==> config.mk <==
export PLATFORM = sky130hd
export DESIGN_NAME = bdm_engine
export DESIGN_NICKNAME = d
export VERILOG_FILES = /design/src/rtl/bdm_engine.sv
export SDC_FILE = /design/constraint.sdc
export NUM_CORES = 1
export LEC_CHECK = 0
export ABC_AREA = 1
export CAP_MARGIN = 20
export CORE_UTILIZATION = 35
export DETAILED_ROUTE_END_ITERATION = 10
export PLACE_DENSITY = 0.52
export SLEW_MARGIN = 20
export SYNTH_ARGS = -nofsm -noshare
export SYNTH_HDL_FRONTEND = slang
export SYNTH_SLANG_ARGS = --single-unit
export TNS_END_PERCENT = 5
==> constraint.sdc <==
create_clock -name clk -period 4.9 [get_ports clk]
set_input_delay 0.735 -clock clk [delete_from_list [all_inputs] [get_ports clk]]
set_output_delay 0.735 -clock clk [all_outputs]
set_load 0.005 [all_outputs]
==> src/rtl/bdm_engine.sv <==
// bdm_engine
//   Bit-level engine for the single-wire background debug (BDM) pin of
//   HCS08-class targets. Takes one decoded command per FIFO word, drives the
//   tri-stated bkgd pad and the target power switch, and returns read/echo
//   bytes as one-cycle valid pulses.
//
// Ports
//   clk             system clock
//   rst             synchronous reset, active-high
//   bkgd_in         raw pad level (asynchronous, synchronized here)
//   bkgd_out        level driven when the pad is not high-z
//   bkgd_is_high_z  1 = pad released
//   mcu_pwr         target power enable
//   do_*            command strobes, sampled only in ARM
//   data_in         write byte / delay count / echo byte
//   data_out        read or echo result
//   ready           engine may be issued a FIFO pop this cycle
//   valid           one-cycle strobe, data_out valid
//   debug           current state encoding
//
// State      | meaning
// IDLE       | request one FIFO word (ready=1 for one cycle)
// ARM        | popped word arrives; decode strobes
// WRITE_BIT  | shifting a byte out, MSB first
// READ_BIT   | shifting a byte in, sampled at the LSB
// PWR_HOLD   | power on, bkgd held low
// DELAY      | waiting data_in * DELAY_UNIT_CLKS clocks

module bdm_engine #(
    parameter int CLKS_PER_TCYC   = 12,
    parameter int DELAY_UNIT_CLKS = 50000,
    parameter int PWR_HOLD_CLKS   = 500000
) (
    input  logic       clk,
    input  logic       rst,
    input  logic       bkgd_in,
    output logic       bkgd_out,
    output logic       bkgd_is_high_z,
    output logic       mcu_pwr,
    input  logic       do_read,
    input  logic       do_write,
    input  logic       do_start_mcu,
    input  logic       do_stop_mcu,
    input  logic       do_delay,
    input  logic       do_echo_test,
    input  logic [7:0] data_in,
    output logic [7:0] data_out,
    output logic       ready,
    output logic       valid,
    output logic [3:0] debug
);

    localparam int BIT_CLKS      = 16 * CLKS_PER_TCYC;
    localparam int LOW_CLKS      = 4 * CLKS_PER_TCYC;
    localparam int ZERO_LOW_CLKS = 13 * CLKS_PER_TCYC;
    localparam int SAMPLE_OFF    = 10 * CLKS_PER_TCYC + 2;

    typedef enum logic [3:0] {
        IDLE      = 4'd0,
        ARM       = 4'd1,
        WRITE_BIT = 4'd2,
        READ_BIT  = 4'd3,
        PWR_HOLD  = 4'd4,
        DELAY     = 4'd5
    } state_t;

    state_t      state, state_nxt;
    logic [31:0] cnt, cnt_nxt;
    logic [2:0]  bit_idx, bit_idx_nxt;
    logic [7:0]  shreg, shreg_nxt;
    logic [7:0]  data_out_nxt;
    logic        valid_nxt;
    logic        mcu_pwr_nxt;
    logic        drive_low;
    logic        sync1, sync2;

    // Bit-phase counter counts up (offset compares); hold/delay count down.
    always_comb begin
        state_nxt    = state;
        cnt_nxt      = cnt;
        bit_idx_nxt  = bit_idx;
        shreg_nxt    = shreg;
        data_out_nxt = data_out;
        valid_nxt    = 1'b0;
        mcu_pwr_nxt  = mcu_pwr;
        drive_low    = 1'b0;
        case (state)
            IDLE: state_nxt = ARM;
            ARM: begin
                state_nxt   = IDLE;
                cnt_nxt     = 32'd0;
                bit_idx_nxt = 3'd0;
                if (do_stop_mcu) begin
                    mcu_pwr_nxt = 1'b0;
                end else if (do_start_mcu) begin
                    mcu_pwr_nxt = 1'b1;
                    cnt_nxt     = 32'(PWR_HOLD_CLKS - 1);
                    state_nxt   = PWR_HOLD;
                end else if (do_write) begin
                    shreg_nxt = data_in;
                    state_nxt = WRITE_BIT;
                end else if (do_read) begin
                    state_nxt = READ_BIT;
                end else if (do_delay) begin
                    if (data_in != 8'd0) begin
                        cnt_nxt   = 32'(data_in) * 32'(DELAY_UNIT_CLKS) - 32'd1;
                        state_nxt = DELAY;
                    end
                end else if (do_echo_test) begin
                    data_out_nxt = data_in;
                    valid_nxt    = 1'b1;
                end
            end
            WRITE_BIT: begin
                drive_low = (cnt < (shreg[7] ? 32'(LOW_CLKS) : 32'(ZERO_LOW_CLKS)));
                if (cnt == 32'(BIT_CLKS - 1)) begin
                    cnt_nxt     = 32'd0;
                    shreg_nxt   = {shreg[6:0], 1'b0};
                    bit_idx_nxt = bit_idx + 3'd1;
                    if (bit_idx == 3'd7)
                        state_nxt = IDLE;
                end else begin
                    cnt_nxt = cnt + 32'd1;
                end
            end
            READ_BIT: begin
                drive_low = (cnt < 32'(LOW_CLKS));
                if (cnt == 32'(SAMPLE_OFF))
                    shreg_nxt = {shreg[6:0], sync2};
                if (cnt == 32'(BIT_CLKS - 1)) begin
                    cnt_nxt     = 32'd0;
                    bit_idx_nxt = bit_idx + 3'd1;
                    if (bit_idx == 3'd7) begin
                        data_out_nxt = shreg;
                        valid_nxt    = 1'b1;
                        state_nxt    = IDLE;
                    end
                end else begin
                    cnt_nxt = cnt + 32'd1;
                end
            end
            PWR_HOLD: begin
                drive_low = 1'b1;
                if (cnt == 32'd0)
                    state_nxt = IDLE;
                else
                    cnt_nxt = cnt - 32'd1;
            end
            DELAY: begin
                if (cnt == 32'd0)
                    state_nxt = IDLE;
                else
                    cnt_nxt = cnt - 32'd1;
            end
            default: state_nxt = IDLE;
        endcase
    end

    always_ff @(posedge clk) begin
        if (rst) begin
            state    <= IDLE;
            cnt      <= 32'd0;
            bit_idx  <= 3'd0;
            shreg    <= 8'd0;
            data_out <= 8'd0;
            valid    <= 1'b0;
            mcu_pwr  <= 1'b0;
            sync1    <= 1'b1;
            sync2    <= 1'b1;
        end else begin
            state    <= state_nxt;
            cnt      <= cnt_nxt;
            bit_idx  <= bit_idx_nxt;
            shreg    <= shreg_nxt;
            data_out <= data_out_nxt;
            valid    <= valid_nxt;
            mcu_pwr  <= mcu_pwr_nxt;
            sync1    <= bkgd_in;
            sync2    <= sync1;
        end
    end

    // Pad is either driven low or released; released level reads as 1.
    assign bkgd_is_high_z = ~drive_low;
    assign bkgd_out       = ~drive_low;
    // Gated by rst so no pop is requested while reset is held.
    assign ready          = (state == IDLE) && !rst;
    assign debug          = state;

endmodule

Word level (Yosys, flattened, before mapping)
Cells that the tools add are included.
- divide/modulo/power cells: 0
- shift-type cells: 0
- bitwise logic cells: 1
- mux-type cells: 49
- equal/unequal tests: 23
- add/sub/neg operators: 4
- $lt $le $gt $ge: 2
- reductions and logical operators: 18
- $mul: 1
- operators by type and width (operator ; count):
    $mux 32 ; 8
    $mux 8 ; 14
    $pmux 32 s3 ; 1
    $add 32x1->32 const B ; 1
    $eq 32x7->1 const B ; 1
    $eq 32x8->1 const B ; 1
    $logic_not 32->1 ; 1
    $lt 32x6->1 const B ; 1
    $lt 32x8->1 ; 1
    $sub 32x1->32 const B ; 1
    $sub 24x1->25 const B ; 1
    $ne 2x2->1 const B ; 12
    $pmux 8 s3 ; 1
    $mux 3 ; 7
    $mul 8x12->20 const B ; 1
    $pmux 4 s4 ; 1
    $pmux 8 s2 ; 1
    $mux 4 ; 3
    $mux 1 ; 10
    $reduce_and 9->1 ; 1
    $eq 4x2->1 const B ; 2
    $eq 4x3->1 const B ; 2
    $reduce_bool 8->1 ; 1
    $ne 2x1->1 const B ; 3
    other kinds (16) ; 22
- memories: 0
- output and inout port bits: 17
- register bits after elaboration: 59
- bits in read-only memories: 0
- latch bits: 0
- input port bits: 17
- word-level logic and storage cells: 107
- bits in writable memories: 0

Depth between registers and ports, before layout
- depth in word-level cells: 9
- mapped depth: 24
- depth with buffers taken out: 24

Worst setup path before layout
OpenSTA, ideal clock, no wires.
- kind: input -> register
- start point: input port data_in[2]
- end point: register cnt[22]
- arrival: 3.879 ns
- required time: 4.783 ns
- path slack: 0.904 ns
- setup time: 0.117 ns
- cell stages on the path: 19
- cell sequence: ha_1 ha_1 inv_1 fa_1 inv_1 fa_1 ha_1 xnor2_1 inv_1 nor2_1 nand3_2 nor2_4 nand3_2 nor2_4 nand3_1 nand2_1 nand2_1 nor2_1 nor2_1
- cells in the longest elaborated chain, start to end: 9
- elaborated cells between the ends (all ways): 10
- those cells by class: add/sub: 1; mul: 1; mux: 7; reduce/logical: 1
- RTL lines (what ; RTL line ; text):
    from (decl) ; 46 ; input logic [7:0] data_in,
    $mul 8x12->20 ; 106 ; cnt_nxt = 32'(data_in) * 32'(DELAY_UNIT_CLKS) - 32'd1;
    $sub 24x1->25 ; 106 ;
    $mux 32 (*) ; 105 ; if (data_in != 8'd0) begin
    $mux 32 (*) ; 104 ; end else if (do_delay) begin
    $mux 32 (*) ; 102 ; end else if (do_read) begin
    $mux 32 (*) ; 99 ; end else if (do_write) begin
    $mux 32 (*) ; 95 ; end else if (do_start_mcu) begin
    $mux 32 (*) ; 93 ; if (do_stop_mcu) begin
    $pmux 32 s3 (*) ; 87 ; case (state)
    to (signal assigned) ; 172 ; cnt <= cnt_nxt;
    to (decl) ; 68 ; logic [31:0] cnt, cnt_nxt;
Every way passes the cells marked *; elsewhere a longest branch is shown, timed or not.
A chain may end at the register's enable or synchronous reset.

Worst setup path in the final report
- start point: input port data_in[4]
- end point: register cnt[31]
The elaborated chain is that of the path after synthesis.

==> metrics <==
GRT Total Usage a little under a quarter; dpl hpwl around 19000 um; CP max stage cell clkdlybuf4s50_1; Hold Buf Count CTS 0; Seq/Total Area, Yosys between 10% and 20%; first-pass GRT wire length 39300 um; Pwr Density 446 mW/mm^2; Die ar. 0.0215 sq mm; Post-CTS Setup Repair Bufs 0; CTS Buffer Depth 2; fmax ~0.22 GHz; DRC 0; die width between 100 and 150 um; DRT Pass-1 Iters 5; #FFs+latches synth 58; synth warn 0; library cells used by synthesis between 40 and 50; Reg clk slew, reported paths ~0.060 ns; Ports 34; ANT cells 0; arrival time worst endpoint 4.82 ns; share of flip-flops with an asynchronous set or reset 0%; Hold Vio Cnt, Final 0; Num CTS Buffers 9; max_slew headroom between 20% and 30%; First DRT Iteration DRCs between 500 and 600; Power, Total 3.65 mW; Sum Neg Setup Slack 0 ns; Rows between 50 and 60; proportion of layout cells with a drive suffix above 1 10.1%; Post-Route WL around 24000 um; DP Cell Count around 1500; post-synthesis cell area 0.00732 sq mm; pre-CTS WS ~0.060 ns; Post-Layout Cell Count roughly 1500; CP Buf/Inv Count 4; Tmin final roughly 4.5 ns; sequence of cells on the critical path clkdlybuf4s50_1 -> ha_1 -> ha_1 -> inv_1 -> fa_1 -> inv_1 -> fa_1 -> ha_1 -> nand2_1 -> nor2_1 -> nand2_1 -> nand3_2 -> nand2_1 -> nand2_1 -> nor2_4 -> nand4_1 -> nor2_2 -> nand3_4 -> nand3_1 -> nand2_1 -> inv_1; crit path launch type input port; Worst-Margin Slew 1.07 ns; clk sink count 58; Design Area, Final roughly 0.008 sq mm; Crit path top cell by count nand2_1; min setup slack post-route between 0.3 and 0.4 ns; Worst Setup Path Type in2reg; CP top delay family adder cells; maximum vdd ir drop 229 uV; Worst Hold Class reg2reg; Post-DP Area about 0.008 sq mm; Avg Inst Size Synth between 6 and 7 sq um; Initial Util 35.9%; CTS HTree Levels 3; drt wl/cell about 16 um; grt ovf 0; area of the multi-input gates approximately 0.0054 sq mm; routability cong. between 0.9 and 1; Fill cells between 2000 and 2500; Syn-to-layout area delta 11.8%; # resized after CTS 0; RSZ-0062 raised after global routing no; Root Buffer clkbuf_16; core footprint around 0.020 sq mm; number of global-route vias before repair between 7000 and 8000; vias per inst slightly above 5; Post-Syn Instances roughly 1200; initial antenna violation count 0; clk_lat worst skew approximately 0.34 ns; Vias between 7000 and 8000; Synth Flop Type dfxtp_1; Post-synth EDFFs 0; max_cap viols 0; Critical Path End Type flop; Sequential Area 0.00116 sq mm; most frequent cells in the layout nand2_1, inv_1, nand3_1; Period Utilization, post-route between 90% and 100%; CTS tree yes; Worst EP required slightly above 5 ns; fin nets 1311; clock skew roughly 0.013 ns; Slowest Stage Delay on Critical Path 0.60 ns; worst hold slack 0.415 ns; post-synthesis net count 1286; die height between 100 and 150 um; max-slew violation count 0; port bufs 32; Final setup viols 0; P_leak approximately 3.7 nW; antenna-violating nets left 0; largest net degree at the start of global routing 32; Worst Path Max Fanout 8; Layout Utilization roughly two fifths; commonest non-fill, non-tap cell in the layout nand2_1; outcome complete, no violations
## synthesized netlist by cell type, types with 8 or more instances
master / number / area [sq um]
a21oi_1: 78 / 390
clkbuf_1: 13 / 48.8
o21ai_0: 74 / 370
nand2_2: 23 / 144
nand2_1: 288 / 1080
nor2_4: 11 / 124
nor2_2: 15 / 93.8
inv_1: 146 / 548
o22ai_1: 13 / 81.3
nand3_1: 110 / 551
nor3_1: 24 / 120
o21ai_1: 8 / 40.0
ha_1: 68 / 851
a31oi_1: 9 / 56.3
inv_2: 9 / 33.8
buf_2: 20 / 100
fa_1: 12 / 240
nand4_1: 25 / 156
nor2_1: 105 / 394
xor2_1: 16 / 140
dfxtp_1: 58 / 1160
## final cells by class
class / instances / share of cell area, %
Tap cell: 270 / 4.13
Clock buffer: 9 / 2.75
Clock inverter: 6 / 0.428
Inverter: 155 / 7.11
Sequential cell: 58 / 14.2
Multi-Input combinational cell: 935 / 65.4
Timing Repair Buffer: 55 / 6.02
## per-layer routing
layer	track usage (%)	wire, um
met5	0	0
met4	4.84	204
met3	2.72	957
met2	38.8	11100
met1	31.5	11900
## path summary, 6_finish.rpt
| check | endpoint | cells past startpoint | startpoint | slack (ns) |
|---|---|---|---|---|
| worst min register to register | sync2$_SDFF_PP1_ | 1 | sync1$_SDFF_PP1_ | 0.41 |
| worst max register to register | shreg[6]$_SDFFE_PP0P_ | 6 | debug[1]$_SDFFE_PP0P_ | 1.86 |
| worst max-delay path | cnt[31]$_SDFFE_PP0P_ | 21 | data_in[4] | 0.36 |
| worst min-delay path | sync2$_SDFF_PP1_ | 1 | sync1$_SDFF_PP1_ | 0.41 |
## logic make-up (layout without fill, tap and decap cells)
logic type               after synthesis  count (layout)  share of synthesized area, %
AND/OR/NAND/NOR                      634             634                          40.8
AO/OA/AOI/OAI                        202             202                          15.3
buffers and inverters                196             225                          11.0
adder cells (fa/ha/maj)               80              80                          14.9
flip-flops                            58              58                          15.9
XOR/XNOR                              18              18                          2.15
other                                  1               1                        0.0512
## registers in the layout, summed over array words and instances, names as in the netlist
| signal | count |
|---|---|
| sync2 | 1 |
| mcu_pwr | 1 |
| cnt | 32 |
| valid | 1 |
| sync1 | 1 |
| debug | 3 |
| bit_idx | 3 |
| shreg | 8 |
| data_out | 8 |
## power breakdown
part | internal (mW) | switching, mW
combinational | 0.735 | 1.56
sequential | 0.578 | 0.190
clock | 0.336 | 0.250
total | 1.65 | 2.00
## worst register-to-register path: stages (launching register included)
cell	delay [ns]
dfxtp_1	0.42
inv_1	0.17
nor3_2	0.83
inv_1	0.45
o221ai_2	0.72
o21ai_0	0.21
a21oi_1	0.16
Note: power is estimated with default switching activity, not from simulation.
==> patch: new RTL, same flow settings <==
Take the reset off `shreg` and load it in a clocked block of its own.
--- a/src/rtl/bdm_engine.sv
+++ b/src/rtl/bdm_engine.sv
@@ -162,5 +162,4 @@
             cnt      <= 32'd0;
             bit_idx  <= 3'd0;
-            shreg    <= 8'd0;
             data_out <= 8'd0;
             valid    <= 1'b0;
@@ -172,5 +171,4 @@
             cnt      <= cnt_nxt;
             bit_idx  <= bit_idx_nxt;
-            shreg    <= shreg_nxt;
             data_out <= data_out_nxt;
             valid    <= valid_nxt;
@@ -179,4 +177,8 @@
             sync2    <= sync1;
         end
+    end
+
+    always_ff @(posedge clk) begin
+        shreg <= shreg_nxt;
     end
 
Check against the original RTL: same outputs for any inputs over 4 cycles, from zero or initial values and one cycle with rst high; that may be too few to reach the edited logic, so the function may still have changed.
==> patch against the unedited design <==
Wire length shrank 0.53%; synthesized area shrank 1.4%; count of clock-buffer cells in the layout is the same; synthesized cell count shrank 1.5%; global-route usage grew 0.14 points; sequential cell count is the same; die area shrank 1.4%; power grew 19%; cell area grew 1.7%; worst setup slack gained 0.042 ns; largest cell class unchanged.
==> patch: results <==
export IMPL_grt_max_degree=35
export IMPL_h_tree_depth=3
export IMPL_irDropWorstVdd_uv=208
export IMPL_rrSetupSlack_ns=1.85
export IMPL_yosys_top_cells_area="nand2_1, dfxtp_1, ha_1"
export IMPL_synth_edf_count=8
export IMPL_async_flop_share_pct=0
export IMPL_synthFlopType="dfxtp_1"
export IMPL_cp_max_fo=7
export IMPL_seq_area_frac_synth_pct=17.2
export IMPL_cp_arrival_ns=4.73
export IMPL_worst_slew_pin_slew_ns=0.978
export IMPL_place_port_buffers=32
export IMPL_syn_area_per_cell_sq_um=6.16
export IMPL_hold_class="reg2reg"
export IMPL_clk_latency_ns=0.34
export IMPL_wirelength_um=24000
export IMPL_n_antenna_cell=0
export IMPL_ys_types=53
export IMPL_antenna_found_initial=0
export IMPL_first_pass_iters=5
export IMPL_ys_top_cells_by_count="nand2_1, inv_1, nand3_1, nor2_1, a21oi_1"
export IMPL_grt_usage_pct=23.2
export IMPL_p_leak_nw=3.90
export IMPL_grt_pass1_wl_um=39300
export IMPL_grt_pass1_vias=7452
export IMPL_drive_gt1_share_pct=9.57
export IMPL_gp_congestion=0.961
export IMPL_cts_root_buf="clkbuf_16"
export IMPL_dpl_hpwl_um=19100
export IMPL_status="finished clean"
export IMPL_cts_clk_slew_worst_paths_ns=0.06
export IMPL_yosysTopAreaCell="nand2_1"
export IMPL_clock_skew_ns=0.0102
export IMPL_fin_nets=1315
export IMPL_vias_per_cell=5.18
export IMPL_ys_warn_count=0
export IMPL_largestRegisters="cnt: 32 flops, data_out: 8 flops, shreg: 8 flops"
export IMPL_drtIter0Drc=557
export IMPL_numCtsBuffers=9
export IMPL_fillers=2243
export IMPL_clockBufferDepth=2
-- patch: cell types whose count changed in the layout (fill, tap and decap cells not counted), sizes merged, moves of 3 or more --
cell / change
dfxtp: -8
nand2: +11
nor3: +4
nand4: +5
nor2: -16
o21ai: -3
inv: -7
buf: +17
o22ai: -9
edfxtp: +8
bufinv: +3
-- patch: per-stage QoR --
| step | instances | hold slack (ns) | area [sq um] | power, mW | worst slack (ns) |
|---|---|---|---|---|---|
| floorplan | 1171 | 0.389 | 7210 | 2.78 | 0.899 |
| global placement | 1476 | 0.392 | 7970 | 3.58 | -0.00411 |
| detailed placement | 1476 | 0.398 | 7970 | 3.57 | -0.0379 |
| CTS | 1492 | 0.415 | 8320 | 4.35 | 0.300 |
| global route | 1493 | 0.432 | 8330 | 4.75 | 0.0552 |
| finish | 1493 | 0.414 | 8330 | 4.36 | 0.402 |
-- patch: what timing repair did --
item / 4_1_cts / 5_1_grt
resized for setup: 0 / 1
setup buffers: 0 / 1
setup endpoints to repair: 0 / 9
-- patch: worst paths after layout --
kind,start,to,depth (start not counted)
worst max-delay path,data_in[4],cnt[22],23
worst min-delay path,sync1,sync2,1
worst max register to register,debug[2],cnt[19],10
worst min register to register,sync1,sync2,1
-- patch: final cells by class --
class	count	area share (%)
clock inverters	7	1.50
inverters	149	6.72
well taps	270	4.06
multi-input cells	928	62.7
clock buffers	9	2.70
repair buffers	72	7.45
flip-flops and latches	58	14.9
-- patch: routing by layer --
| layer | global-route usage, % | vias up | share of wire [%] |
|---|---|---|---|
| met4 | 7.47 | 0 | 2.5 |
| li1 | - | 3971 | - |
| met3 | 1.57 | 34 | 3.7 |
| met2 | 38.9 | 166 | 46 |
| met1 | 31.8 | 3556 | 48 |
| met5 | 0 | - | 0 |
-- patch: logic make-up after synthesis --
kind of cell,Yosys count,synth area share (%)
AND/OR/NAND/NOR,637,40.2
flip-flops,58,17.2
other,1,0.0520
XOR/XNOR,22,2.67
AO/OA/AOI/OAI,188,14.3
buffers and inverters,185,10.5
adder cells (fa/ha/maj),80,15.1
-- patch: critical path, cell delays in order --
cell and delay, ns:
clkdlybuf4s50_1 0.57, ha_1 0.28, ha_1 0.28, inv_1 0.05
fa_1 0.50, inv_1 0.06, fa_1 0.55, ha_2 0.32
nand2_1 0.07, nand2_1 0.06, nand2_1 0.12, nand2_1 0.07
nand2_1 0.10, nand3_1 0.10, buf_4 0.14, nand2_1 0.04
nand2_1 0.08, nor3_1 0.26, nand3_1 0.10, nand2_1 0.09
nand3_1 0.07, nand2_1 0.06, inv_1 0.03
-- patch: power by group --
part / leakage (nW) / switching (mW) / internal (mW)
Sequential: 0.485 / 0.199 / 0.629
Combinational: 3.24 / 1.87 / 0.895
Clock: 0.170 / 0.264 / 0.501
Total: 3.90 / 2.33 / 2.03
